**config.mk**
```make
export PLATFORM = sky130hd
export DESIGN_NAME = forward_unit
export DESIGN_NICKNAME = d
export VERILOG_FILES = /design/src/rtl/forward_pkg.sv /design/src/rtl/fwd_sel_one.sv /design/src/rtl/forward_unit.sv
export SDC_FILE = /design/constraint.sdc
export NUM_CORES = 1
export LEC_CHECK = 0
export CORE_AREA = 2 2 39 41
export CTS_CLUSTER_DIAMETER = 80
export CTS_CLUSTER_SIZE = 14
export DETAILED_ROUTE_END_ITERATION = 10
export DIE_AREA = 0 0 41 43
export MAX_ROUTING_LAYER = met4
export PLACE_DENSITY_LB_ADDON = 0.3
export SLEW_MARGIN = 20
export SYNTH_ARGS = -nofsm -noshare
export SYNTH_HDL_FRONTEND = slang
export SYNTH_SLANG_ARGS = --single-unit
```
**constraint.sdc**
```tcl
create_clock -name clk -period 2.28 [get_ports clk]
set_input_delay 0.57 -clock clk [delete_from_list [all_inputs] [get_ports clk]]
set_output_delay 0.57 -clock clk [all_outputs]
set_load 0.03 [all_outputs]
```
**src/rtl/forward_pkg.sv**
```systemverilog
// Shared types for the EX-stage forwarding unit.
// Select encoding for the ALU operand muxes.
package forward_pkg;

   localparam int FWD_REG_AW = 5;

   typedef enum logic [1:0] {
      FWD_RF = 2'b00,
      FWD_WB = 2'b01,
      FWD_EX = 2'b10
   } fwd_sel_t;

endpackage

```
**src/rtl/fwd_sel_one.sv**
```systemverilog
// One operand-select decoder: compares a source register
// against the EX/MEM and MEM/WB destinations.
module fwd_sel_one
   import forward_pkg::*;
#(
   parameter int AW = FWD_REG_AW
) (
   input  logic [AW-1:0] src,
   input  logic [AW-1:0] rd_ex,
   input  logic          ex_we,
   input  logic [AW-1:0] rd_wb,
   input  logic          wb_we,
   output fwd_sel_t      sel
);

   logic ex_hit;
   logic wb_hit;
   logic wb_only;

   // x0 is hard-wired zero, so a write to it is never forwarded
   assign ex_hit  = ex_we && (rd_ex != '0) && (rd_ex == src);
   assign wb_hit  = wb_we && (rd_wb != '0) && (rd_wb == src);
   assign wb_only = wb_hit && !ex_hit;

   // newer EX/MEM result wins over MEM/WB
   always_comb begin
      sel = FWD_RF;
      unique case (1'b1)
         ex_hit:  sel = FWD_EX;
         wb_only: sel = FWD_WB;
         default: sel = FWD_RF;
      endcase
   end

endmodule

```
**src/rtl/forward_unit.sv**
```systemverilog
// EX-stage data-hazard forwarding unit with debug snapshot.
// FWD_STATS_EN adds saturating forwarding statistics counters.
module forward_unit
   import forward_pkg::*;
#(
   parameter int REG_AW = FWD_REG_AW
`ifdef FWD_STATS_EN
   ,parameter int CNT_W = 32
`endif
) (
   input  logic              clk,
   input  logic              rst_n,
   input  logic [REG_AW-1:0] Registro1,
   input  logic [REG_AW-1:0] Registro2,
   input  logic [REG_AW-1:0] Rd_execute,
   input  logic [REG_AW-1:0] Rd_writeback,
   input  logic              ex_regwrite,
   input  logic              wb_regwrite,
   output logic [1:0]        forwardA,
   output logic [1:0]        forwardB,
   output logic [1:0]        fwd_a_q,
   output logic [1:0]        fwd_b_q
`ifdef FWD_STATS_EN
   ,output logic [CNT_W-1:0] cnt_ex_fwd
   ,output logic [CNT_W-1:0] cnt_wb_fwd
   ,output logic [CNT_W-1:0] cnt_x0_block
`endif
);

   fwd_sel_t sel_a;
   fwd_sel_t sel_b;

   fwd_sel_one #(.AW(REG_AW)) u_sel_a (
      .src   (Registro1),
      .rd_ex (Rd_execute),
      .ex_we (ex_regwrite),
      .rd_wb (Rd_writeback),
      .wb_we (wb_regwrite),
      .sel   (sel_a)
   );

   fwd_sel_one #(.AW(REG_AW)) u_sel_b (
      .src   (Registro2),
      .rd_ex (Rd_execute),
      .ex_we (ex_regwrite),
      .rd_wb (Rd_writeback),
      .wb_we (wb_regwrite),
      .sel   (sel_b)
   );

   assign forwardA = sel_a;
   assign forwardB = sel_b;

   logic [1:0] fwd_a_d;
   logic [1:0] fwd_b_d;

   // next debug snapshot, cleared while in reset
   always_comb begin
      fwd_a_d = 2'b00;
      fwd_b_d = 2'b00;
      if (rst_n) begin
         fwd_a_d = forwardA;
         fwd_b_d = forwardB;
      end
   end

   // debug snapshot registers
   always_ff @(posedge clk) begin
      fwd_a_q <= fwd_a_d;
      fwd_b_q <= fwd_b_d;
   end

`ifdef FWD_STATS_EN
   logic [CNT_W-1:0] cnt_ex_fwd_q, cnt_ex_fwd_d;
   logic [CNT_W-1:0] cnt_wb_fwd_q, cnt_wb_fwd_d;
   logic [CNT_W-1:0] cnt_x0_q, cnt_x0_d;
   logic [1:0]       n_ex;
   logic [1:0]       n_wb;
   logic             x0_hit;
   logic [CNT_W:0]   sum_ex;
   logic [CNT_W:0]   sum_wb;
   logic [CNT_W:0]   sum_x0;

   assign n_ex = {1'b0, sel_a == FWD_EX}
               + {1'b0, sel_b == FWD_EX};
   assign n_wb = {1'b0, sel_a == FWD_WB}
               + {1'b0, sel_b == FWD_WB};

   // an enabled write to x0 that a source would have matched
   assign x0_hit =
      (ex_regwrite && (Rd_execute == '0) &&
       ((Registro1 == '0) || (Registro2 == '0))) ||
      (wb_regwrite && (Rd_writeback == '0) &&
       ((Registro1 == '0) || (Registro2 == '0)));

   assign sum_ex = {1'b0, cnt_ex_fwd_q}
                 + {{(CNT_W-1){1'b0}}, n_ex};
   assign sum_wb = {1'b0, cnt_wb_fwd_q}
                 + {{(CNT_W-1){1'b0}}, n_wb};
   assign sum_x0 = {1'b0, cnt_x0_q}
                 + {{CNT_W{1'b0}}, x0_hit};

   // saturating next-count, cleared while in reset
   always_comb begin
      cnt_ex_fwd_d = '0;
      cnt_wb_fwd_d = '0;
      cnt_x0_d     = '0;
      if (rst_n) begin
         cnt_ex_fwd_d = sum_ex[CNT_W] ? '1 : sum_ex[CNT_W-1:0];
         cnt_wb_fwd_d = sum_wb[CNT_W] ? '1 : sum_wb[CNT_W-1:0];
         cnt_x0_d     = sum_x0[CNT_W] ? '1 : sum_x0[CNT_W-1:0];
      end
   end

   // statistics counter registers
   always_ff @(posedge clk) begin
      cnt_ex_fwd_q <= cnt_ex_fwd_d;
      cnt_wb_fwd_q <= cnt_wb_fwd_d;
      cnt_x0_q     <= cnt_x0_d;
   end

   assign cnt_ex_fwd   = cnt_ex_fwd_q;
   assign cnt_wb_fwd   = cnt_wb_fwd_q;
   assign cnt_x0_block = cnt_x0_q;
`endif

endmodule

```
# ---- Yosys cells after proc, flatten, opt, wreduce, memory -nomap -nowiden
# Cells that the tools add are included.
dict set report word_totals {
  register_bits 4
  wordCells 20
  output_inout_bits 8
  input_bits 24
}
dict set report op_classes {
  n_reduce_logical 12
  n_eq_ne 4
  n_mux 2
}
# operator n
set ops {}
lappend ops {{== test 5 bit} 4}
lappend ops {{nonzero test 5 bit} 2}
lappend ops {{logical AND 1 bit} 8}
lappend ops {{case mux 2 bit (2 select lines)} 2}
lappend ops {{logical NOT 1 bit} 2}

# ---- Longest topological paths before layout
dict set report depth {
  depth_word 6
  ltp_mapped 4
  depth_no_buf 4
}

# ---- Hierarchy
# A second synthesis with hierarchy kept.
dict set report hier_totals {
  hier_cells 48
  hier_area_um2 407.9
}
# mod area_each_um2 seq_area_each_um2 instances cells_per_inst
set by_module_without_submodules {}
lappend by_module_without_submodules {fwd_sel_one 151.4 0.0 2 20}
lappend by_module_without_submodules {forward_unit 105.1 80.1 1 8}

# ---- Worst setup path after synthesis
# Ideal clock, no wire load.
dict set report synth_timing {
  path_kind {input to output}
  from {in Rd_execute[0]}
  to {out forwardB[0]}
  required_ns 1.710
  setup_slack_ns -0.691
  t_arrival_ns 2.401
  path_stages 4
  n_path_buf 0
  cell_sequence {or4_1 -> o21ai_2 -> nor4_2 -> nor4_1}
}
dict set report synth_via {
  elab_chain_cells 6
  word_cells_on_any_way 7
  cone_classes {eq/ne (1); mux (1); reduce/logical (5)}
}
# item line_no
set synth_lines {}
lappend synth_lines {{start: declaration} forward_unit.sv:15} ;# input logic [REG_AW-1:0] Rd_execute,
lappend synth_lines {{nonzero test 5 bit} fwd_sel_one.sv:21} ;# assign ex_hit = ex_we && (rd_ex != '0) && (rd_ex == src);
lappend synth_lines {{logical AND 1 bit} fwd_sel_one.sv:21}
lappend synth_lines {{logical AND 1 bit (*)} fwd_sel_one.sv:21}
lappend synth_lines {{logical NOT 1 bit} fwd_sel_one.sv:23} ;# assign wb_only = wb_hit && !ex_hit;
lappend synth_lines {{logical AND 1 bit} fwd_sel_one.sv:23}
lappend synth_lines {{case mux 2 bit (2 select lines) (*)} fwd_sel_one.sv:28} ;# unique case (1'b1)
lappend synth_lines {{end: declaration} forward_unit.sv:20} ;# output logic [1:0] forwardB,
# Mark *: on every way between the ends. The rest lies on a longest branch, timed or not.

# ---- Worst setup path in the final report
dict set report layout_timing {
  from {in Rd_execute[0]}
  to {out forwardA[0]}
}
dict set report layout_via {
  elab_chain_cells 6
  word_cells_on_any_way 7
  cone_classes {eq/ne (1); mux (1); reduce/logical (5)}
}
# item line_no
set layout_lines {}
lappend layout_lines {{nonzero test 5 bit} fwd_sel_one.sv:21}
lappend layout_lines {{logical AND 1 bit} fwd_sel_one.sv:21}
lappend layout_lines {{logical AND 1 bit (*)} fwd_sel_one.sv:21}
lappend layout_lines {{logical NOT 1 bit} fwd_sel_one.sv:23}
lappend layout_lines {{logical AND 1 bit} fwd_sel_one.sv:23}
lappend layout_lines {{case mux 2 bit (2 select lines) (*)} fwd_sel_one.sv:28}
lappend layout_lines {{end: declaration} forward_unit.sv:19} ;# output logic [1:0] forwardA,
# Marked as above.

==> summary.md <==
| Metric | Value |
|---|---|
| Status | `finished with violations` |
| Failing checks | `setup timing` |
| Ant. Diodes | `0` |
| ANT nets after route | `0` |
| Max transition margin | `0.796` |
| Syn avg cell area | `8.59 µm²` |
| Unrepaired setup endpoints after global routing | `yes` |
| Final Critical Period | `2540 ps` |
| H-tree levels | `1` |
| Yosys cell types | `14` |
| Sequential area share after synthesis | `0.212` |
| Fmax | `0.394 GHz` |
| CP Launch Point | `Rd_execute[0]` |
| Mapped Cells | `44` |
| # IOs | `32` |
| Core ar. | `0.00138 mm²` |
| Share of layout cells above drive strength 1 | `0.457` |
| Slew @ Worst Pin | `305 ps` |
| CTS tree | `done` |
| Pleak | `0.437 nW` |
| Number of max-cap violations | `0` |
| Vias | `548` |
| Total power | `0.304 mW` |
| DIE WIDTH | `41 µm` |
| Number of global-route vias before repair | `603` |
| Number of synthesized flops with an enable pin | `0` |
| Fillcell total | `124` |
| Core occupancy in the finished layout | `0.716` |
| CTS max path bufs | `2` |
| Ys flop type | `dfxtp_1` |
| Largest cells by area after synthesis | `xnor2_1, dfxtp_1, xor2_1` |
| Gpl congestion | `0.728` |
| Post-place setup slack | `-515 ps` |
| Final Setup Violations | `4` |
| Leading area contributor after synthesis | `xnor2_1` |
| CP startpoint kind | `input pin` |
| CP Capture Type | `primary output` |
| Synth top area share | `0.301` |
| Initial DRT Pass Iterations | `2` |
| Rows | `14` |
| I/O Buffers | `31` |
| Synthesis-to-layout area growth | `162%` |
| Grt ovf | `0` |
| Worst IR drop on VDD | `145 µV` |
| Min-Delay Startpoint | `Registro1[2]` |
| Total Wirelength | `1370 µm` |
| Die ar. | `0.00176 mm²` |
| Hold Path Class | `input pin to flip-flop` |
| Synth Cell Area | `378 µm²` |
| Number of synthesized register bits | `4` |
| Endpoints failing hold | `0` |
| Syn_nets | `68` |
| DR WL/cell | `11.3 µm` |
| Yosys warns | `0` |
| Asr flop ratio synth | `0` |
| Min Hold Slack | `903 ps` |
| Pwr dens | `306 mW/mm²` |
| Final WS setup | `-259 ps` |
| Clk root buf | `clkbuf_4` |
| Vias/cell | `4.53` |
| Num CTS Buffers | `3` |
| Clock slew at reported path FFs | `40 ps` |
| Most common cell in the netlist | `xnor2_1` |
| Setup tns final | `-692 ps` |
| Post-synth top cells | `xnor2_1, xor2_1, nand3_1` |
| Largest net degree at the start of global routing | `5` |
| Initial antenna violation count | `0` |
| DRC Markers | `0` |
| Worst Path Arrival | `1970 ps` |
| Critical path class | `input pin to primary output` |
| Clock sinks | `4` |
| Critical Path Fanout Max | `2` |
| Total global routing track utilization | `0.195` |
| Die Ht | `43 µm` |
| Initial Util | `0.273` |
| Final Net Count | `131` |
| Max Slew Vio Count | `0` |
| Global-route wire length before repair | `2260 µm` |
| Initial DRC count | `2` |
| Worst path required time | `1710 ps` |
| Final worst-path cycle share | `1.11` |
## path summary, 6_finish.rpt
kind              cells past startpoint                    end  slack (ps)
hold / removal                        5  fwd_a_q[0]$_SDFF_PN0_         900
setup / recovery                      8            forwardA[0]        -260
## critical path, stage by stage
cell,delay [ps]
buf_6,90
or4_4,530
o21ai_4,170
buf_6,120
nor4_4,30
buf_4,150
nor3_4,160
buf_6,150
## per-layer routing
| metal | wire length (µm) | up-vias | global-route usage |
|---|---|---|---|
| met5 | 0 | - | - |
| met4 | 39 | 0 | 0.140 |
| met3 | 64 | 4 | 0.0157 |
| met2 | 811 | 28 | 0.363 |
| met1 | 451 | 238 | 0.159 |
| li1 | - | 278 | - |
## state kept, by name (all words and copies together), names as in the netlist
signal,cells
fwd_a_q,2
fwd_b_q,2
## final cells by class
type	instances	area (µm²)	area share
Timing Repair Buffer	58	497	0.501
Inverter	1	3.75	0.00379
Tap cell	16	20.0	0.0202
Sequential cell	4	80.1	0.0808
Clock buffer	3	22.5	0.0227
Multi-Input combinational cell	39	368	0.371
## placed cells by master, fill, tap and decap left out, types with 2 or more instances in the layout
| cell | synthesis | layout |
|---|---|---|
| xnor2_1 | 13 | 12 |
| dlygate4sd2_1 | 0 | 12 |
| nor4_4 | 0 | 3 |
| xor2_1 | 7 | 7 |
| buf_2 | 0 | 2 |
| clkdlybuf4s50_1 | 0 | 9 |
| buf_4 | 0 | 26 |
| buf_6 | 0 | 7 |
| clkbuf_4 | 0 | 3 |
| nand3_1 | 5 | 4 |
| dfxtp_1 | 4 | 4 |
| nor4_1 | 4 | 2 |
## power by group
group	internal, mW	total [mW]	switching (mW)
Clock	0.0588	0.0865	0.0277
Sequential	0.0711	0.0712	0.000147
Combinational	0.0847	0.146	0.0612
## kinds of logic (layout without fill, tap and decap cells)
kind of cell	after synthesis	in the layout	share of synthesized area
AO/OA/AOI/OAI	2	2	0.0364
XOR/XNOR	20	20	0.464
buffers and inverters	1	62	0.00992
flip-flops	4	4	0.212
AND/OR/NAND/NOR	17	17	0.278
## repair_timing
item                       4_1_cts  5_1_grt
buffers inserted                 3        2
pin swaps                       10        5
hold buffers                     0        0
setup endpoints to repair        4        4
hold endpoints to repair         0        0
resized for setup               35        7
## through the flow
stage / cell area, µm² / instances
2_1_floorplan: 430 / 44
3_3_place_gp: 916 / 113
3_5_place_dp: 916 / 113
4_1_cts: 955 / 119
5_1_grt: 991 / 121
6_report: 991 / 121
No activity file was read; power rests on OpenSTA's default activity.
